<file path="config.mk">
export PLATFORM = sky130hd
export DESIGN_NAME = wb_boot_sequencer_flat
export DESIGN_NICKNAME = d
export VERILOG_FILES = /design/src/rtl/wb_boot_sequencer_if.sv /design/src/rtl/wb_boot_sequencer.sv /design/src/flat_wrapper.sv
export SDC_FILE = /design/constraint.sdc
export NUM_CORES = 1
export LEC_CHECK = 0
export BUFFER_PORTS_ARGS = -buffer_cell sky130_fd_sc_hd__buf_2
export CAP_MARGIN = 10
export CORE_MARGIN = 2
export CORE_UTILIZATION = 50
export CTS_BUF_LIST = sky130_fd_sc_hd__clkbuf_2 sky130_fd_sc_hd__clkbuf_4 sky130_fd_sc_hd__clkbuf_8
export CTS_CLUSTER_SIZE = 24
export DETAILED_ROUTE_END_ITERATION = 6
export GPL_ROUTABILITY_DRIVEN = 0
export HOLD_SLACK_MARGIN = 0.1
export PLACE_DENSITY = 0.83
export SLEW_MARGIN = 5
export SYNTH_ARGS = -nofsm -noshare
export SYNTH_HDL_FRONTEND = slang
export SYNTH_SLANG_ARGS = --single-unit
</file>
<file path="constraint.sdc">
create_clock -name wb_clk_i -period 3.58 [get_ports wb_clk_i]
set_input_delay 0.179 -clock wb_clk_i [delete_from_list [all_inputs] [get_ports wb_clk_i]]
set_output_delay 0.179 -clock wb_clk_i [all_outputs]
set_load 0.02 [all_outputs]
</file>
<file path="src/rtl/wb_boot_sequencer_if.sv">
// Bundles the image stream and Wishbone B3 master signals of the boot sequencer.
// The master modport is the sequencer's view; slave is the memory/stream-source side.
interface wb_boot_sequencer_if #(
    parameter int unsigned AW = 32,
    parameter int unsigned DW = 32
);
    logic [DW-1:0]   s_data_i;
    logic            s_valid_i;
    logic            s_last_i;
    logic            s_ready_o;
    logic [AW-1:0]   wbm_adr_o;
    logic [DW-1:0]   wbm_dat_o;
    logic [DW/8-1:0] wbm_sel_o;
    logic            wbm_we_o;
    logic            wbm_cyc_o;
    logic            wbm_stb_o;
    logic [2:0]      wbm_cti_o;
    logic [1:0]      wbm_bte_o;
    logic            wbm_ack_i;
    logic            wbm_err_i;

    modport master (
        input  s_data_i, s_valid_i, s_last_i, wbm_ack_i, wbm_err_i,
        output s_ready_o, wbm_adr_o, wbm_dat_o, wbm_sel_o, wbm_we_o, wbm_cyc_o, wbm_stb_o,
               wbm_cti_o, wbm_bte_o
    );

    modport slave (
        output s_data_i, s_valid_i, s_last_i, wbm_ack_i, wbm_err_i,
        input  s_ready_o, wbm_adr_o, wbm_dat_o, wbm_sel_o, wbm_we_o, wbm_cyc_o, wbm_stb_o,
               wbm_cti_o, wbm_bte_o
    );
endinterface

</file>
<file path="src/rtl/wb_boot_sequencer.sv">
// Boot sequencer: holds downstream resets, optionally streams an image into memory over
// Wishbone, then releases the reset domains one at a time.
module wb_boot_sequencer #(
    parameter int unsigned     AW          = 32,
    parameter int unsigned     DW          = 32,
    parameter logic [AW-1:0]   BASE_ADDR   = '0,
    parameter int unsigned     MAX_WORDS   = 4096,
    parameter int unsigned     NUM_RST     = 2,
    parameter int unsigned     RST_HOLD    = 16,
    parameter int unsigned     RST_STAGGER = 4,
    localparam int unsigned    WCW         = $clog2(MAX_WORDS + 1)
) (
    input  logic               wb_clk_i,
    input  logic               wb_rst_i,
    input  logic               load_en_i,
    wb_boot_sequencer_if.master bus,
    output logic [NUM_RST-1:0] rst_o,
    output logic [WCW-1:0]     words_o,
    output logic               done_o,
    output logic               trunc_o,
    output logic               err_o
);
    localparam int unsigned   REL_LAST = (NUM_RST - 1) * RST_STAGGER;
    localparam int unsigned   CNT_MAX  = (RST_HOLD > REL_LAST) ? RST_HOLD : REL_LAST;
    localparam int unsigned   CW       = $clog2(CNT_MAX + 1);
    localparam logic [AW-1:0] STEP     = AW'(DW / 8);

    typedef enum logic [2:0] {StHold, StLoadWait, StLoadWr, StRelease, StRun, StError} state_e;

    state_e               r_state, w_state_nxt;
    logic [CW-1:0]        r_cnt, w_cnt_nxt;
    logic [WCW-1:0]       r_words, w_words_nxt;
    logic [DW-1:0]        r_data, w_data_nxt;
    logic                 r_last, w_last_nxt;
    logic [AW-1:0]        r_adr, w_adr_nxt;
    logic                 r_cyc, w_cyc_nxt;
    logic                 r_ready, w_ready_nxt;
    logic                 r_trunc, w_trunc_nxt;
    logic [NUM_RST-1:0]   r_rst, w_rst_nxt;

    logic                 w_accept;
    logic [WCW-1:0]       w_words_inc;

    assign w_accept    = r_ready & bus.s_valid_i;
    assign w_words_inc = r_words + 1'b1;

    always_ff @(posedge wb_clk_i) begin
        if (wb_rst_i) begin
            r_state <= StHold;
            r_cnt   <= '0;
            r_words <= '0;
            r_data  <= '0;
            r_last  <= 1'b0;
            r_adr   <= '0;
            r_cyc   <= 1'b0;
            r_ready <= 1'b0;
            r_trunc <= 1'b0;
            r_rst   <= '1;
        end else begin
            r_state <= w_state_nxt;
            r_cnt   <= w_cnt_nxt;
            r_words <= w_words_nxt;
            r_data  <= w_data_nxt;
            r_last  <= w_last_nxt;
            r_adr   <= w_adr_nxt;
            r_cyc   <= w_cyc_nxt;
            r_ready <= w_ready_nxt;
            r_trunc <= w_trunc_nxt;
            r_rst   <= w_rst_nxt;
        end
    end

    always_comb begin
        w_state_nxt = r_state;
        case (r_state)
            StHold: begin
                if (r_cnt == CW'(RST_HOLD - 1)) begin
                    w_state_nxt = load_en_i ? StLoadWait : StRelease;
                end
            end
            StLoadWait: begin
                if (w_accept) w_state_nxt = StLoadWr;
            end
            StLoadWr: begin
                // err takes priority over a simultaneous ack
                if (bus.wbm_err_i) begin
                    w_state_nxt = StError;
                end else if (bus.wbm_ack_i) begin
                    if (r_last || (w_words_inc == WCW'(MAX_WORDS))) w_state_nxt = StRelease;
                    else                                             w_state_nxt = StLoadWait;
                end
            end
            StRelease: begin
                if (r_cnt == CW'(REL_LAST)) w_state_nxt = StRun;
            end
            default: w_state_nxt = r_state;
        endcase
    end

    always_comb begin
        w_cnt_nxt   = '0;
        w_words_nxt = r_words;
        w_data_nxt  = r_data;
        w_last_nxt  = r_last;
        w_adr_nxt   = r_adr;
        w_trunc_nxt = r_trunc;
        w_rst_nxt   = r_rst;
        w_ready_nxt = (w_state_nxt == StLoadWait);
        w_cyc_nxt   = (w_state_nxt == StLoadWr);
        if ((r_state == StHold || r_state == StRelease) && w_state_nxt == r_state) begin
            w_cnt_nxt = r_cnt + 1'b1;
        end
        case (r_state)
            StLoadWait: begin
                if (w_accept) begin
                    w_data_nxt = bus.s_data_i;
                    w_last_nxt = bus.s_last_i;
                    w_adr_nxt  = BASE_ADDR + AW'(r_words) * STEP;
                end
            end
            StLoadWr: begin
                if (bus.wbm_ack_i && !bus.wbm_err_i) begin
                    w_words_nxt = w_words_inc;
                    if (!r_last && w_words_inc == WCW'(MAX_WORDS)) w_trunc_nxt = 1'b1;
                end
            end
            StRelease: begin
                for (int k = 0; k < int'(NUM_RST); k++) begin
                    if (r_cnt == CW'(k * RST_STAGGER)) w_rst_nxt[k] = 1'b0;
                end
            end
            default: ;
        endcase
    end

    assign bus.s_ready_o = r_ready;
    assign bus.wbm_adr_o = r_adr;
    assign bus.wbm_dat_o = r_data;
    assign bus.wbm_sel_o = '1;
    assign bus.wbm_we_o  = r_cyc;
    assign bus.wbm_cyc_o = r_cyc;
    assign bus.wbm_stb_o = r_cyc;
    assign bus.wbm_cti_o = 3'b000;
    assign bus.wbm_bte_o = 2'b00;

    assign rst_o   = r_rst;
    assign words_o = r_words;
    assign done_o  = (r_state == StRun);
    assign err_o   = (r_state == StError);
    assign trunc_o = r_trunc;
endmodule

</file>
<file path="src/flat_wrapper.sv">
// flat-port wrapper written by rule: the top's interface ports become plain ports
module wb_boot_sequencer_flat 
#(
    parameter int unsigned     AW          = 32,
    parameter int unsigned     DW          = 32,
    parameter logic [AW-1:0]   BASE_ADDR   = '0,
    parameter int unsigned     MAX_WORDS   = 4096,
    parameter int unsigned     NUM_RST     = 2,
    parameter int unsigned     RST_HOLD    = 16,
    parameter int unsigned     RST_STAGGER = 4,
    localparam int unsigned    WCW         = $clog2(MAX_WORDS + 1)
)
  (wb_clk_i, wb_rst_i, load_en_i, rst_o, words_o, done_o, trunc_o, err_o, bus_s_data_i, bus_s_valid_i, bus_s_last_i, bus_wbm_ack_i, bus_wbm_err_i, bus_s_ready_o, bus_wbm_adr_o, bus_wbm_dat_o, bus_wbm_sel_o, bus_wbm_we_o, bus_wbm_cyc_o, bus_wbm_stb_o, bus_wbm_cti_o, bus_wbm_bte_o);
  wb_boot_sequencer_if #(.AW(AW), .DW(DW)) bus_i ();
  input  logic wb_clk_i;
  input  logic wb_rst_i;
  input  logic load_en_i;
  output logic [NUM_RST-1:0] rst_o;
  output logic [WCW-1:0] words_o;
  output logic done_o;
  output logic trunc_o;
  output logic err_o;
  input wire logic [$bits(bus_i.s_data_i)-1:0] bus_s_data_i;
  input wire logic [$bits(bus_i.s_valid_i)-1:0] bus_s_valid_i;
  input wire logic [$bits(bus_i.s_last_i)-1:0] bus_s_last_i;
  input wire logic [$bits(bus_i.wbm_ack_i)-1:0] bus_wbm_ack_i;
  input wire logic [$bits(bus_i.wbm_err_i)-1:0] bus_wbm_err_i;
  output wire logic [$bits(bus_i.s_ready_o)-1:0] bus_s_ready_o;
  output wire logic [$bits(bus_i.wbm_adr_o)-1:0] bus_wbm_adr_o;
  output wire logic [$bits(bus_i.wbm_dat_o)-1:0] bus_wbm_dat_o;
  output wire logic [$bits(bus_i.wbm_sel_o)-1:0] bus_wbm_sel_o;
  output wire logic [$bits(bus_i.wbm_we_o)-1:0] bus_wbm_we_o;
  output wire logic [$bits(bus_i.wbm_cyc_o)-1:0] bus_wbm_cyc_o;
  output wire logic [$bits(bus_i.wbm_stb_o)-1:0] bus_wbm_stb_o;
  output wire logic [$bits(bus_i.wbm_cti_o)-1:0] bus_wbm_cti_o;
  output wire logic [$bits(bus_i.wbm_bte_o)-1:0] bus_wbm_bte_o;
  assign bus_i.s_data_i = bus_s_data_i;
  assign bus_i.s_valid_i = bus_s_valid_i;
  assign bus_i.s_last_i = bus_s_last_i;
  assign bus_i.wbm_ack_i = bus_wbm_ack_i;
  assign bus_i.wbm_err_i = bus_wbm_err_i;
  assign bus_s_ready_o = bus_i.s_ready_o;
  assign bus_wbm_adr_o = bus_i.wbm_adr_o;
  assign bus_wbm_dat_o = bus_i.wbm_dat_o;
  assign bus_wbm_sel_o = bus_i.wbm_sel_o;
  assign bus_wbm_we_o = bus_i.wbm_we_o;
  assign bus_wbm_cyc_o = bus_i.wbm_cyc_o;
  assign bus_wbm_stb_o = bus_i.wbm_stb_o;
  assign bus_wbm_cti_o = bus_i.wbm_cti_o;
  assign bus_wbm_bte_o = bus_i.wbm_bte_o;
  wb_boot_sequencer #(.AW(AW), .DW(DW), .BASE_ADDR(BASE_ADDR), .MAX_WORDS(MAX_WORDS), .NUM_RST(NUM_RST), .RST_HOLD(RST_HOLD), .RST_STAGGER(RST_STAGGER)) u_core (.wb_clk_i(wb_clk_i), .wb_rst_i(wb_rst_i), .load_en_i(load_en_i), .bus(bus_i), .rst_o(rst_o), .words_o(words_o), .done_o(done_o), .trunc_o(trunc_o), .err_o(err_o));
endmodule
</file>
After elaboration in Yosys (flattened, before gate mapping)
Cells that the tools add are included.
W data, S select, Z words.
{ "totals": {"ff_bits": 72, "output_inout_bits": 95, "wordCells": 49} }
{ "op_classes": {"add_sub_neg": 2, "n_eq_ne": 11, "n_mux": 8, "n_bitwise": 2, "n_reduce_logical": 15} }
{ "ops": {"columns": ["cell", "count"], "rows": [
  ["$mux W3", 5],
  ["$add A13 B1 Y13 const B", 1],
  ["$eq A13 B13 Y1 const B", 1],
  ["$pmux W3 S4", 1],
  ["$eq A3 B2 Y1 const B", 3],
  ["$reduce_and A2 Y1", 4],
  ["$eq A3 B1 Y1 const B", 2],
  ["$eq A3 B3 Y1 const B", 2],
  ["$add A5 B1 Y5 const B", 1],
  ["$eq A5 B3 Y1 const B", 1],
  ["$eq A5 B4 Y1 const B", 1],
  ["$logic_not A5 Y1", 1],
  ["$mux W2", 2],
  ["$eq A3 B3 Y1", 1],
  ["$logic_and A1 B1 Y1", 3],
  ["$logic_not A3 Y1", 1],
  ["$reduce_and A3 Y1", 1],
  ["$logic_not A1 Y1", 2],
  ["$logic_or A1 B1 Y1", 2],
  ["$reduce_or A2 Y1", 1],
  ["$and A1 B1 Y1", 1],
  ["$not A1 Y1", 1]
]} }

Logic depth before layout (Yosys ltp)
Gate-level depths: netlist (run 1).
{ "depth": {"depth_word": 11, "ltp_mapped": 8, "depth_no_buf": 8} }

Worst setup path after synthesis (run 1)
OpenSTA, ideal clock, no wires.
{ "synth_path": {"path_type": "register -> register", "from": "register u_core.r_words[5], in the netlist u_core.words_o[5]", "to": "register u_core.r_cyc, in the netlist u_core.bus.wbm_cyc_o", "setup_time_ps": 80, "arrival_time_ps": 1899, "t_required_ps": 3500, "path_slack_ps": 1601, "stages_incl_launch_ff": 8, "n_path_buf": 1, "synth_period_minus_slack_ps": 1979, "cell_sequence": "dfxtp_1 -> buf_2 -> nand4_2 -> nor3_1 -> nand3_1 -> a2111oi_2 -> a31oi_1 -> nor3b_1"} }
{ "synth_between": {"elab_chain_len": 8} }
{ "synth_lines": {"columns": ["element", "line_no", "rtl"], "rows": [
  ["start: declaration", "wb_boot_sequencer.sv:32", "logic [WCW-1:0] r_words, w_words_nxt;"],
  ["start signal: assignment", "wb_boot_sequencer.sv:62", "r_words <= w_words_nxt;"],
  ["$add A13 B1 Y13", "wb_boot_sequencer.sv:45", "assign w_words_inc = r_words + 1'b1;"],
  ["$eq A13 B13 Y1", "wb_boot_sequencer.sv:89", "if (r_last || (w_words_inc == WCW'(MAX_WORDS))) w_state_nxt = StRelease;"],
  ["$logic_or A1 B1 Y1", "wb_boot_sequencer.sv:89", null],
  ["$mux W2", "wb_boot_sequencer.sv:89", null],
  ["$mux W3", "wb_boot_sequencer.sv:88", "end else if (bus.wbm_ack_i) begin"],
  ["$mux W3", "wb_boot_sequencer.sv:86", "if (bus.wbm_err_i) begin"],
  ["$pmux W3 S4", "wb_boot_sequencer.sv:75", "case (r_state)"],
  ["$eq A3 B2 Y1", "wb_boot_sequencer.sv:109", "w_cyc_nxt = (w_state_nxt == StLoadWr);"],
  ["end signal: assignment", "wb_boot_sequencer.sv:66", "r_cyc <= w_cyc_nxt;"],
  ["end: declaration", "wb_boot_sequencer.sv:36", "logic r_cyc, w_cyc_nxt;"]
]} }
No other way between the ends.
A chain may end at the register's enable or synchronous reset.

Final worst setup path (run 1)
{ "layout_path": {"from": "register u_core.r_words[6], in the netlist u_core.words_o[6]", "to": "register u_core.r_cyc, in the netlist u_core.bus.wbm_cyc_o"} }
The elaborated chain is that of the path after synthesis.

==> results of run 1 <==
## area by class of cell
class / instances / area, um2 / share of cell area, %
clock inverter: 5 / 104 / 2.52
timing repair buffer: 141 / 878 / 21.3
inverter: 5 / 18.8 / 0.456
tap: 75 / 93.8 / 2.28
sequential: 72 / 1440 / 35.0
multi-input combinational: 288 / 1430 / 34.8
clock buffer: 11 / 145 / 3.53
## how the worst max path moves through the flow
stage | startpoint | cells past startpoint | endpoint | slack [ns]
CTS | u_core.words_o[6] | 6 | u_core.bus.wbm_cyc_o | 1.31
global route | u_core.words_o[6] | 6 | u_core.bus.wbm_cyc_o | 1.18
global placement | u_core.r_state[0] | 6 | u_core.words_o[12] | 1.62
detailed placement | u_core.words_o[5] | 6 | u_core.bus.wbm_cyc_o | 1.42
finish | u_core.words_o[6] | 6 | u_core.bus.wbm_cyc_o | 1.34
floorplan | u_core.words_o[5] | 7 | u_core.bus.wbm_cyc_o | 1.60
## what timing repair did
item	in CTS	in global routing
hold buffers	33	0
endpoints found under the hold margin	33	0
buffers inserted	0	0
resized for setup	0	0
## power by group
group / internal (uW) / switching, uW
Combinational: 44.9 / 55.9
Clock: 490 / 295
Sequential: 803 / 2.80
## cells by family (layout without fill, tap and decap cells)
kind of cell    count (synthesis)  in the layout
simple gates                  175            175
flops                          72             72
xor+xnor                       15             15
mux                             1              1
fa+ha+maj                       4              4
buf+inv                        58            162
other cells                     2             28
compound gates                 65             65
## worst min-delay path, cell delays in order
cell and delay (ns):
buf_2 0.14, nand3_1 0.08, a21oi_1 0.05
## through the flow
stage / instance area [um2] / worst slack [ns] / hold WS (ns) / utilization [%]
after CTS: 4120 / 1.31 / 0.164 / 68.7
after detailed placement: 3540 / 1.42 / 0.426 / 59.0
after global routing: 4120 / 1.18 / 0.179 / 68.7
after global placement: 3540 / 1.62 / 0.418 / 59.0
final: 4120 / 1.34 / 0.172 / 68.7
after floorplan: 3220 / 1.60 / 0.315 / -
## layout by cell type, fill, tap and decap left out, types with 3 or more instances in the layout
master / instances
a21oi_1: 52
buf_2: 105
buf_4: 3
bufinv_16: 3
clkbuf_8: 10
conb_1: 28
dfxtp_1: 72
dlygate4sd3_1: 33
ha_1: 4
inv_1: 5
nand2_1: 102
nand3_1: 11
nor2_1: 30
nor2b_1: 3
nor3_1: 4
nor4_1: 4
o21ai_0: 6
or3_1: 8
xnor2_1: 7
xor2_1: 8
## routing by layer
| metal | wire length (um) | part of all wire (%) | vias up | global-route usage [%] |
|---|---|---|---|---|
| met4 | 78 | 1.0 | 0 | 9.24 |
| met5 | 0 | 0 | - | 0 |
| met2 | 3950 | 51 | 118 | 40.5 |
| li1 | - | - | 1478 | - |
| met3 | 553 | 7.2 | 10 | 6.16 |
| met1 | 3150 | 41 | 1359 | 26.7 |
## flip-flops by register name (all words and copies together) (netlist names), 2 cells and up
register,cells
u_core.bus.wbm_dat_o,32
u_core.words_o,13
u_core.r_state,3
u_core.rst_o,2
u_core.r_cnt,5
u_core.bus.wbm_adr_o,13
==> results.yml, run 1 <==
status:
  status: "completed"
synthesis:
  synth_top_family_by_area: "simple AND/OR/NAND/NOR gates"
  synth_top_cells_by_count: "nand2_1, dfxtp_1, a21oi_1"
  synthTopCellsByArea: "dfxtp_1, nand2_1, a21oi_1, buf_4, nor2_1"
  synth_cells: 392
  synthMuxAreaShare_pct: 0.321
  yosys_warnings: 0
  async_flop_share_pct: 0
  synth_xor_area_share_pct: 4.21
  synth_most_common_cell: "nand2_1"
  synth_area_per_cell_um2: 7.96
  yosysUniqueCellTypes: 37
  synth_top_cell_area_share_pct: 46.2
  yosysTopAreaCell: "dfxtp_1"
  synth_compound_area_share_pct: 11.2
  ys_ff_latch: 72
  ys_seq_area_share_pct: 46.2
  synthAdderAreaFrac_pct: 1.60
  syn_area_um2: 3120
  ys.flop_type: "dfxtp_1"
  synth_simple_gate_area_share_pct: 25.3
  synth_edf_count: 0
hold_path:
  worstHoldStart: "bus_wbm_ack_i"
  holdPathStages: 3
  min_path_type: "in -> reg"
  min_to: "u_core.words_o[1]"
route:
  totalWireLength_um: 7730
  ant_nets: 0
  drc: 0
  drt_pass1_iterations: 6
  routed_via_density: 4.97
  wl_per_cell_um: 12.9
  drt_iter0_markers: 192
  vias: 2965
cells_and_area:
  areaGrowthSynthToFinish_pct: 31.9
  drive_gt1_share_pct: 24.7
  stdcell_count: 597
  num_antenna_cells: 0
  nets: 560
  nFillCells: 493
sta:
  worst_pin_slew_ns: 0.505
  period_needed_ns: 2.24
  hold_violations: 0
  setup_viol: 0
  slew_headroom_pct: 65.9
  finalClockSkew_ns: 0.00645
  fmax_mhz: 447
  tns_ns: 0
  slew_viol_final: 0
  rsz0062_at_grt: "no"
  period_share_pct: 62.5
place:
  dpl.hpwl_um: 4930
  io_buffers: 105
  dp.cells: 548
clocking:
  clock_latency_ns: 0.33
  cts_sinks: 72
  cts_buffers: 9
  clkSlewWorstSetupHoldPaths_ns: 0.08
  htreeDepth: 3
  clk_path_buf_depth: 2
  cts_root_buf: "clkbuf_8"
  cts_tree: "done"
global_route:
  gr-usage-all-layers_pct: 23.1
  grt_overflow: 0
  grt_max_degree: 48
  grt_first_pass_wirelength_um: 13200
  grt_pass1_vias: 2941
  antenna_found_initial: 0
floorplanning:
  die_y_um: 83.0
  coreArea_um2: 5990
  initial_core_util_pct: 52.1
  fp.dieW_um: 83.0
  die_area_um2: 6890
  ioPinCount: 134
  num_rows: 28
worst_setup_path:
  rr_worst_depth: 6
  r2r_start: "u_core.words_o[6]"
  crit_path_cell_trace: "nand4_2 > nor3_1 > nand3_1 > a2111oi_2 > a31oi_1 > nor3b_1"
  timing.rr.end: "u_core.bus.wbm_cyc_o"
  cp-start-kind: "register"
  crit_path_top_delay_cell: "a2111oi_2"
  required_ns: 3.81
  rrSetupSlack_ns: 1.34
  path_max_fanout: 8
  cp_top_family: "simple AND/OR/NAND/NOR gates"
  critPathKind: "reg -> reg"
  path_buf_inv: 0
  cp.arrival_ns: 2.47
  cp-end-kind: "register"
  cp_slowest_stage_delay_ns: 0.49
power:
  cellLeakagePower_uw: 0.00182
  power_density_nw_per_um2: 411
  vdd_ir_drop_max_v: 0.000245
  p_total_uw: 1690
flow_run:
  cap_violations: 0
(Power assumes the default switching activity.)
==> inputs of run 2 (changes only) <==
--- a/config.mk
+++ b/config.mk
@@ -8,13 +8,13 @@
 export BUFFER_PORTS_ARGS = -buffer_cell sky130_fd_sc_hd__buf_2
 export CAP_MARGIN = 10
 export CORE_MARGIN = 2
-export CORE_UTILIZATION = 50
+export CORE_UTILIZATION = 44
 export CTS_BUF_LIST = sky130_fd_sc_hd__clkbuf_2 sky130_fd_sc_hd__clkbuf_4 sky130_fd_sc_hd__clkbuf_8
 export CTS_CLUSTER_SIZE = 24
 export DETAILED_ROUTE_END_ITERATION = 6
 export GPL_ROUTABILITY_DRIVEN = 0
 export HOLD_SLACK_MARGIN = 0.1
-export PLACE_DENSITY = 0.83
+export PLACE_DENSITY = 0.78
 export SLEW_MARGIN = 5
 export SYNTH_ARGS = -nofsm -noshare
 export SYNTH_HDL_FRONTEND = slang
==> constraint.sdc (replaced) <==
create_clock -name wb_clk_i -period 2 [get_ports wb_clk_i]
set_input_delay 0.1 -clock wb_clk_i [delete_from_list [all_inputs] [get_ports wb_clk_i]]
set_output_delay 0.1 -clock wb_clk_i [all_outputs]
set_load 0.02 [all_outputs]
==> results.yml, run 2 (synthesized netlist as in run 1, its figures left out) <==
status:
  status: "completed"
worst_setup_path:
  cp_top_family: "simple AND/OR/NAND/NOR gates"
  critPathKind: "reg -> reg"
  crit_path_cell_trace: "nand3_1 > nor3_1 > nand3_1 > a2111oi_4 > a31oi_1 > nor3b_1"
  cp-start-kind: "register"
  path_buf_inv: 0
  cpMostUsedCell: "nand3_1"
  rr_worst_depth: 6
  cp.arrival_ns: 2.13
  cp_slowest_stage_delay_ns: 0.43
  timing.rr.end: "u_core.bus.wbm_cyc_o"
  required_ns: 2.26
  crit_path_top_delay_cell: "a2111oi_4"
  path_max_fanout: 5
  r2r_start: "u_core.words_o[1]"
  cp-end-kind: "register"
  rrSetupSlack_ns: 0.13
route:
  totalWireLength_um: 8270
  wl_per_cell_um: 13.1
  drc: 0
  ant_nets: 0
  routed_via_density: 4.83
  drt_iter0_markers: 149
  drt_pass1_iterations: 4
  vias: 3063
global_route:
  grt_overflow: 0
  grt_first_pass_wirelength_um: 12900
  gr-usage-all-layers_pct: 21.2
  grt_pass1_vias: 2889
  antenna_found_initial: 0
  grt_max_degree: 25
power:
  cellLeakagePower_uw: 0.00188
  p_seq_share_pct: 51.0
  pwr-share-comb_pct: 6.6
  power_density_nw_per_um2: 665
  clkPwrFrac_pct: 42.4
  swShare_pct: 23.2
  vdd_ir_drop_max_v: 0.000487
  p_sw_uw: 656
  intPower_uw: 2170
sta:
  period_needed_ns: 1.87
  hold_violations: 0
  setup_viol: 0
  fmax_mhz: 535
  fin_ws_ns: 0.130
  slew_viol_final: 0
  finalClockSkew_ns: 0.00761
  period_share_pct: 93.5
cells_and_area:
  register_area_um2: 1440
  final_common_cell: "buf_2"
  nets: 576
  largest_register_ffs: 32
  final_cell_mix: "buf_2, nand2_1, dfxtp_1"
  drive_gt1_share_pct: 27.3
  nFillCells: 586
  areaGrowthSynthToFinish_pct: 36.5
  num_antenna_cells: 0
  multi_input_comb_area_um2: 1460
  stdcell_count: 634
place:
  pre_cts_slack_ns: 0.0599
  dp.cells: 584
  io_buffers: 105
  dpl.hpwl_um: 5550
flow_run:
  cap_violations: 0
clocking:
  cts_tree: "done"
  cts_setup_buffers: 0
  htreeDepth: 3
  clock_latency_ns: 0.34
  cts_buffers: 9
  cts_sinks: 72
  cts_root_buf: "clkbuf_8"
  clk_path_buf_depth: 2
  clkSlewWorstSetupHoldPaths_ns: 0.08
floorplanning:
  fp.dieW_um: 88.2
  initial_core_util_pct: 45.7
  num_rows: 30
  ioPinCount: 134
  die_area_um2: 7780
  die_y_um: 88.2
  coreArea_um2: 6830
hold_path:
  min_to: "u_core.words_o[0]"
  worstHoldStart: "wb_rst_i"
  holdPathStages: 2
  min_path_type: "in -> reg"
[run 2: cell count changes in the layout (fill, tap and decap cells not counted), moves of 2 or more]
| cell | change |
|---|---|
| clkinvlp_4 | +2 |
| buf_4 | +15 |
| inv_6 | +2 |
| bufinv_16 | -2 |
[run 2: repair_timing]
action | CTS | global route
hold endpoints to repair | 34 | 0
setup endpoints to repair | 0 | 3
hold buffers | 34 | 0
gates resized for setup | 0 | 5
[run 2: area by class of cell]
class	instances	area share, %
Clock buffer	11	3.55
Clock inverter	5	1.47
Inverter	5	0.441
Multi-Input combinational cell	288	34.3
Sequential cell	72	33.9
Tap cell	96	2.82
Timing Repair Buffer	157	23.5
[run 2: worst max path at each step]
stage / cells past startpoint / startpoint / slack (ns) / to
2_1_floorplan: 7 / u_core.words_o[5] / 0.02 / u_core.bus.wbm_cyc_o
3_3_place_gp: 6 / u_core.words_o[5] / 0.18 / u_core.bus.wbm_cyc_o
3_5_place_dp: 6 / u_core.words_o[5] / 0.06 / u_core.bus.wbm_cyc_o
4_1_cts: 6 / u_core.words_o[5] / 0.04 / u_core.bus.wbm_cyc_o
5_1_grt: 6 / u_core.words_o[1] / -0.006 / u_core.bus.wbm_cyc_o
6_report: 6 / u_core.words_o[1] / 0.13 / u_core.bus.wbm_cyc_o
[run 2: layer usage]
layer  up-vias  share of wire, %  GRT usage, %  wire, um
met5         -                 0             0         0
met4         0               1.8          9.23       149
met3        15               7.6          6.22       626
met2       136                50          36.5      4120
met1      1407                41          24.5      3380
li1       1505                 -             -         -
[run 2: stage by stage]
| stage | utilization [%] | area (um2) | total power (uW) | hold slack (ns) | TNS (ns) |
|---|---|---|---|---|---|
| CTS | 61.9 | 4230 | 2850 | 0.170 | 0 |
| global placement | 53.8 | 3670 | 1600 | 0.340 | 0 |
| global route | 62.3 | 4260 | 2940 | 0.199 | -0.00603 |
| detailed placement | 53.8 | 3670 | 1610 | 0.347 | 0 |
| floorplan | - | 3220 | 1600 | 0.236 | 0 |
| finish | 62.3 | 4260 | 2830 | 0.184 | 0 |
[run 2: power by group through the flow]
stage	clock network, uW	registers, uW	logic (uW)
after detailed placement	0	1480	130
after CTS	1230	1440	181
after global placement	0	1480	128
final	1200	1440	188
after global routing	1300	1440	203
after floorplan	0	1480	123
